==> src/rtl/rom_leitor_pkg.sv <==
// Shared widths, end-marker value and FSM state type for the ROM reader.
package rom_leitor_pkg;

  localparam int LARG_END  = 9;
  localparam int LARG_DADO = 8;
  localparam logic [7:0] MARCADOR = 8'hFF;

  typedef enum logic [1:0] {
    OCIOSO = 2'd0,
    LENDO  = 2'd1,
    FINAL  = 2'd2
  } estado_t;

endpackage

==> src/rtl/rom_leitor_fifo.sv <==
// Small synchronous FIFO for the reader's output stream; head is visible combinationally.
module rom_leitor_fifo #(
  parameter int PROFUNDIDADE = 4,
  parameter int LARGURA      = rom_leitor_pkg::LARG_DADO
) (
  input  logic                            clk,
  input  logic                            rst_n,
  input  logic                            i_push,
  input  logic [LARGURA-1:0]              i_dado,
  input  logic                            i_pop,
  output logic [LARGURA-1:0]              o_dado,
  output logic [$clog2(PROFUNDIDADE):0]   o_contagem,
  output logic                            o_vazio,
  output logic                            o_cheio
);

  localparam int LP = $clog2(PROFUNDIDADE);

  logic [LARGURA-1:0] r_mem [PROFUNDIDADE];
  logic [LP-1:0]      r_ptr_esc;
  logic [LP-1:0]      r_ptr_lei;
  logic [LP:0]        r_contagem;
  logic               w_push;
  logic               w_pop;

  assign o_vazio    = (r_contagem == '0);
  assign o_cheio    = (r_contagem == (LP+1)'(PROFUNDIDADE));
  assign o_contagem = r_contagem;
  assign o_dado     = r_mem[r_ptr_lei];

  // A push into a full FIFO is only taken when the head leaves in the same cycle.
  assign w_pop  = i_pop & ~o_vazio;
  assign w_push = i_push & (~o_cheio | w_pop);

  always_ff @(posedge clk or negedge rst_n) begin
    if (!rst_n) begin
      for (int i = 0; i < PROFUNDIDADE; i++) r_mem[i] <= '0;
    end else if (w_push) begin
      r_mem[r_ptr_esc] <= i_dado;
    end
  end

  always_ff @(posedge clk or negedge rst_n) begin
    if (!rst_n) begin
      r_ptr_esc  <= '0;
      r_ptr_lei  <= '0;
      r_contagem <= '0;
    end else begin
      if (w_push) r_ptr_esc <= r_ptr_esc + 1'b1;
      if (w_pop)  r_ptr_lei <= r_ptr_lei + 1'b1;
      case ({w_push, w_pop})
        2'b10:   r_contagem <= r_contagem + 1'b1;
        2'b01:   r_contagem <= r_contagem - 1'b1;
        default: r_contagem <= r_contagem;
      endcase
    end
  end

endmodule

==> src/rtl/rom_leitor.sv <==
// Reads a byte range from a 512x8 registered-read ROM and streams it out on valid/ready.
// Define MARCADOR_FIM_EN to make an 8'hFF byte from the ROM terminate the transfer.
module rom_leitor #(
  parameter int PROFUNDIDADE = 4,
  parameter int LARG_END     = rom_leitor_pkg::LARG_END,
  parameter int LARG_DADO    = rom_leitor_pkg::LARG_DADO
) (
  input  logic                 CLK,
  input  logic                 RST_n,
  input  logic                 Iniciar,
  input  logic [LARG_END-1:0]  EnderecoInicial,
  input  logic [LARG_END:0]    Quantidade,
  output logic [LARG_END-1:0]  Endereco,
  input  logic [LARG_DADO-1:0] Dados,
  output logic [LARG_DADO-1:0] Saida,
  output logic                 Valido,
  input  logic                 Pronto,
  output logic                 Ocupado,
  output logic                 Fim
);

  import rom_leitor_pkg::*;

  localparam int LP = $clog2(PROFUNDIDADE);

  estado_t              r_estado;
  estado_t              w_estado_next;
  logic [LARG_END-1:0]  r_addr_ptr;
  logic [LARG_END-1:0]  r_endereco;
  logic [LARG_END:0]    r_rest_ler;
  logic [LARG_END:0]    r_rest_emitir;
  logic [1:0]           r_v_pipe;
  logic                 r_parar;

  logic [LARG_DADO-1:0] w_fifo_saida;
  logic [LP:0]          w_fifo_contagem;
  logic                 w_fifo_vazio;
  logic                 w_fifo_cheio;
  logic [1:0]           w_em_voo;
  logic [LP+1:0]        w_ocupacao;
  logic                 w_aceita;
  logic                 w_emitir;
  logic                 w_push;
  logic                 w_pop;
  logic                 w_marcador;
  logic                 w_ultimo;
  logic                 w_esvazia;

  // r_v_pipe[0]: address issued this cycle; r_v_pipe[1]: its byte is now on Dados.
  assign w_em_voo   = {1'b0, r_v_pipe[0]} + {1'b0, r_v_pipe[1]};
  assign w_ocupacao = (LP+2)'(w_fifo_contagem) + (LP+2)'(w_em_voo);
  assign w_pop      = ~w_fifo_vazio & Pronto;

`ifdef MARCADOR_FIM_EN
  assign w_marcador = r_v_pipe[1] & (Dados == LARG_DADO'(MARCADOR));
`else
  assign w_marcador = 1'b0;
`endif

  assign w_push   = r_v_pipe[1] & ~w_marcador;
  assign w_aceita = (r_estado == OCIOSO) & Iniciar;
  assign w_emitir = (r_estado == LENDO) & (r_rest_ler != '0) & ~w_fifo_cheio & ~w_marcador
                  & (w_ocupacao < (LP+2)'(PROFUNDIDADE));

  // Finish on the edge where the last byte leaves, so Fim follows it directly.
  assign w_ultimo  = (r_rest_emitir == (LARG_END+1)'(w_pop));
  assign w_esvazia = (w_fifo_contagem == '0)
                   | ((w_fifo_contagem == (LP+1)'(1)) & w_pop);

  always_ff @(posedge CLK or negedge RST_n) begin
    if (!RST_n) r_estado <= OCIOSO;
    else        r_estado <= w_estado_next;
  end

  always_comb begin
    w_estado_next = r_estado;
    unique case (r_estado)
      OCIOSO: if (Iniciar) w_estado_next = (Quantidade == '0) ? FINAL : LENDO;
      LENDO:  if (w_ultimo | ((r_parar | w_marcador) & w_esvazia)) w_estado_next = FINAL;
      FINAL:  w_estado_next = OCIOSO;
      default: w_estado_next = OCIOSO;
    endcase
  end

  always_comb begin
    Ocupado = (r_estado == LENDO);
    Fim     = (r_estado == FINAL);
  end

  always_ff @(posedge CLK or negedge RST_n) begin
    if (!RST_n) begin
      r_addr_ptr    <= '0;
      r_endereco    <= '0;
      r_rest_ler    <= '0;
      r_rest_emitir <= '0;
      r_v_pipe      <= '0;
      r_parar       <= 1'b0;
    end else begin
      if (w_aceita) begin
        r_addr_ptr    <= EnderecoInicial;
        r_rest_ler    <= Quantidade;
        r_rest_emitir <= Quantidade;
        r_parar       <= 1'b0;
      end
      if (w_emitir) begin
        r_endereco <= r_addr_ptr;
        r_addr_ptr <= r_addr_ptr + 1'b1;
        r_rest_ler <= r_rest_ler - 1'b1;
      end
      if (w_pop) r_rest_emitir <= r_rest_emitir - 1'b1;
      // The marker drops itself and everything issued after it.
      if (w_marcador) begin
        r_rest_ler <= '0;
        r_parar    <= 1'b1;
        r_v_pipe   <= 2'b00;
      end else begin
        r_v_pipe   <= {r_v_pipe[0], w_emitir};
      end
    end
  end

  rom_leitor_fifo #(
    .PROFUNDIDADE (PROFUNDIDADE),
    .LARGURA      (LARG_DADO)
  ) u_fifo (
    .clk        (CLK),
    .rst_n      (RST_n),
    .i_push     (w_push),
    .i_dado     (Dados),
    .i_pop      (w_pop),
    .o_dado     (w_fifo_saida),
    .o_contagem (w_fifo_contagem),
    .o_vazio    (w_fifo_vazio),
    .o_cheio    (w_fifo_cheio)
  );

  assign Endereco = r_endereco;
  assign Saida    = w_fifo_saida;
  assign Valido   = ~w_fifo_vazio;

endmodule

==> config.mk <==
export PLATFORM = sky130hd
export DESIGN_NAME = rom_leitor
export DESIGN_NICKNAME = d
export VERILOG_FILES = /design/src/rtl/rom_leitor_pkg.sv /design/src/rtl/rom_leitor_fifo.sv /design/src/rtl/rom_leitor.sv
export SDC_FILE = /design/constraint.sdc
export NUM_CORES = 1
export LEC_CHECK = 0
export CAP_MARGIN = 40
export CORE_MARGIN = 2
export CORE_UTILIZATION = 60
export CTS_CLUSTER_DIAMETER = 50
export CTS_CLUSTER_SIZE = 28
export DETAILED_ROUTE_END_ITERATION = 8
export HOLD_SLACK_MARGIN = 0.06
export PLACE_DENSITY_LB_ADDON = 0.15
export SLEW_MARGIN = 25
export SYNTH_ARGS = -nofsm -noshare
export SYNTH_HDL_FRONTEND = slang
export SYNTH_SLANG_ARGS = --single-unit
export TNS_END_PERCENT = 50
==> constraint.sdc <==
create_clock -name CLK -period 3.2 [get_ports CLK]
set_input_delay 0.96 -clock CLK [delete_from_list [all_inputs] [get_ports CLK]]
set_output_delay 0.96 -clock CLK [all_outputs]
set_load 0.02 [all_outputs]
==> results.sh <==
export IMPL_outcome="completed"
export IMPL_reg2reg_to="r_rest_ler[9]"
export IMPL_cts_made_buffers=9
export IMPL_power_frac_seq_pct=36.5
export IMPL_setup_tns_ps=0
export IMPL_arrival_ps=2120
export IMPL_cp_top_family="buffers and inverters"
export IMPL_switchingPower_mw=2.14
export IMPL_post_route_min_period_ps=3080
export IMPL_fmax_mhz=325
export IMPL_async_reset_ff_share_pct=100
export IMPL_cts_resized=0
export IMPL_die_x_um=88.0
export IMPL_grt_max_degree=52
export IMPL_cts_sinks=81
export IMPL_ys_ff_latch=81
export IMPL_num_vias=3226
export IMPL_drt_antenna_violating_nets=0
export IMPL_reg2reg_depth=5
export IMPL_grt_pass1_vias=3257
export IMPL_finalSetupViolations=0
export IMPL_whs_ps=389
export IMPL_start_util_pct=62.0
export IMPL_max_stage_delay_ps=550
export IMPL_portBuffers=50
export IMPL_min_from="r_v_pipe[0]"
export IMPL_num_antenna_cells=0
export IMPL_core_um2=6830
export IMPL_critPathMaxFanout=6
export IMPL_crit_path_start_kind="register"
export IMPL_layout_common_cells="81 x dfrtp_1, 49 x clkdlybuf4s50_1, 32 x mux2_1, 22 x nand2_1, 20 x nand3_1"
export IMPL_syn_instance_count=374
export IMPL_drtPass1Iterations=4
export IMPL_die_area_um2=7750
export IMPL_crit_path_top_delay_cell="clkdlybuf4s50_1"
export IMPL_rrSetupSlack_ps=990
export IMPL_wl_mm=9.32
export IMPL_tightest_slew_ps=656
export IMPL_place_inst=511
export IMPL_finalPower_mw=5.48
export IMPL_synth_edff_count=0
export IMPL_holdPathStages=0
export IMPL_avgSynthCellArea_um2=11.3
export IMPL_power_density_nw_per_um2=1080
export IMPL_nets=467
export IMPL_cts_hold_buf=0
export IMPL_crit_path_end_kind="primary output"
export IMPL_p_int_mw=3.34
export IMPL_worstPathRequired_ps=2240
export IMPL_p_sw_share_pct=39.1
export IMPL_hold_class="register to register"
export IMPL_drive_gt1_share_pct=13.7
export IMPL_worstSkewPairLatency_ps=340
export IMPL_cts_buffer_depth=2
export IMPL_combPwrFrac_pct=47.1
export IMPL_yosysSeqAreaShare_pct=47.8
export IMPL_h_tree_depth=3
export IMPL_yosys_warnings=0
export IMPL_syn_nets=415
export IMPL_crit_type="register to primary output"
export IMPL_die_y_um=88.0
export IMPL_timing_rr_start="u_fifo.o_contagem[0]"
export IMPL_synth_area_um2=4240
export IMPL_ys_types=67
export IMPL_maxSlewViolCount=0
export IMPL_drtIter0Drc=146
export IMPL_overflow=0
export IMPL_cts_tree="yes"
export IMPL_dp_hpwl_mm=6.49
export IMPL_finalHoldViolCount=0
export IMPL_max_cap_violations=0
export IMPL_via_per_inst=6.12
export IMPL_pwr_share_clk_pct=16.4
export IMPL_drcViolationCount=0
export IMPL_fin_util_pct=74.5
export IMPL_cts_root_buffer="clkbuf_8"
export IMPL_io_pins=51
export IMPL_place_congestion=0.839
export IMPL_grt_antenna_before_repair=0
export IMPL_peakVddDrop_mv=0.447
export IMPL_track_usage_pct=25.7
export IMPL_rows=30
export IMPL_crit_chain="buf_4 > mux4_2 > clkdlybuf4s50_1"
export IMPL_area_growth_pct=20.1
export IMPL_fill_cells=507
export IMPL_rsz0062_at_grt="false"
export IMPL_stdcell_count=527
export IMPL_post_cts_buffers=0
export IMPL_cellLeakagePower_nw=2.12
export IMPL_grt_first_pass_wirelength_mm=15.5
export IMPL_fin_crit_sh_pct=96.2
export IMPL_wl_per_cell_um=17.7
export IMPL_final_common_cell="dfrtp_1"
export IMPL_clk_pin_slew_ps=90
export IMPL_finalClockSkew_ps=9.84
export IMPL_hold_path_end="r_v_pipe[1]"
export IMPL_yosys_most_used_dff="dfrtp_1"
export IMPL_crit_buf_inv=2
export IMPL_relSlewSlack_pct=56.3
## cell families (layout without fill, tap and decap cells)
family	count (synthesis)	count (layout)	synth area share (%)
AO/OA/AOI/OAI	75	75	13.3
buffers and inverters	36	93	3.84
flip-flops	81	81	47.8
multiplexers	49	49	15.1
AND/OR/NAND/NOR	116	116	15.4
adder cells (fa/ha/maj)	10	10	3.13
XOR/XNOR	7	7	1.45
## power groups by stage
stage	clock network (mW)	logic [mW]	registers, mW
after global placement	0	2.48	1.97
after global routing	0.960	2.83	2.07
after CTS	0.910	2.59	1.99
final	0.901	2.58	2.00
after floorplan	0	1.86	1.90
after detailed placement	0	2.57	2.00
## layout make-up
cell class / instances / area (um^2) / share of cell area (%)
timing repair buffer: 59 / 578 / 11.4
inverter: 18 / 70.1 / 1.38
tap: 96 / 120 / 2.36
clock buffer: 10 / 128 / 2.51
sequential: 81 / 2030 / 39.8
clock inverter: 6 / 115 / 2.26
multi-input combinational: 257 / 2050 / 40.3
## flip-flops by register name, indices dropped and copies added, names as in the netlist
signal / flops
r_v_pipe: 2
r_rest_ler: 10
u_fifo.o_contagem: 3
Endereco: 9
r_estado: 2
r_rest_emitir: 10
u_fifo.r_mem: 32
u_fifo.r_ptr_esc: 2
r_addr_ptr: 9
u_fifo.r_ptr_lei: 2
## synthesized netlist by cell type (3+ instances only)
library cell   n  area [um^2]
clkbuf_1      11         41.3
dfrtp_1       81         2030
xnor2_1        6         52.6
nor4_1         5         31.3
a211oi_1       7         52.6
o211ai_1      14          105
a21o_1         4         30.0
nor2_1        19         71.3
buf_2          4         20.0
nand4_1        6         37.5
mux4_2         8          180
ha_1           9          113
a31oi_1        6         37.5
inv_1         15         56.3
nor3b_1        5         37.5
mux2_2         8         90.1
and2_1         8         50.1
nand2_1       22         82.6
a21oi_1        6         30.0
o21ai_0       12         60.1
nor3_1         5         25.0
and3_1         3         18.8
nand2_2        4         25.0
nand3_1       20          100
mux2_1        32          360
nand2b_1       3         18.8
## layer usage
layer  part of all wire [%]  track usage [%]
met1                     43             34.6
met5                      0                0
met4                   0.92             7.58
met3                    5.0             3.58
met2                     51             43.7
## how the worst max path moves through the flow
stage | slack [ps] | end | cells after the start | startpoint
2_1_floorplan | 640 | u_fifo.o_contagem[2] | 9 | Pronto
3_3_place_gp | 280 | u_fifo.o_contagem[2] | 9 | Pronto
3_5_place_dp | 220 | u_fifo.o_contagem[2] | 9 | Pronto
4_1_cts | 110 | Saida[2] | 3 | u_fifo.r_ptr_lei[0]
5_1_grt | 30 | Saida[0] | 3 | u_fifo.r_ptr_lei[0]
6_report | 120 | Saida[2] | 3 | u_fifo.r_ptr_lei[0]
## through the flow
stage | setup WS, ps | instance area (um^2)
after detailed placement | 218 | 4850
final | 123 | 5090
after CTS | 112 | 5090
after floorplan | 639 | 4240
after global routing | 25.7 | 5090
after global placement | 284 | 4850
No activity file was read; power rests on OpenSTA's default activity.
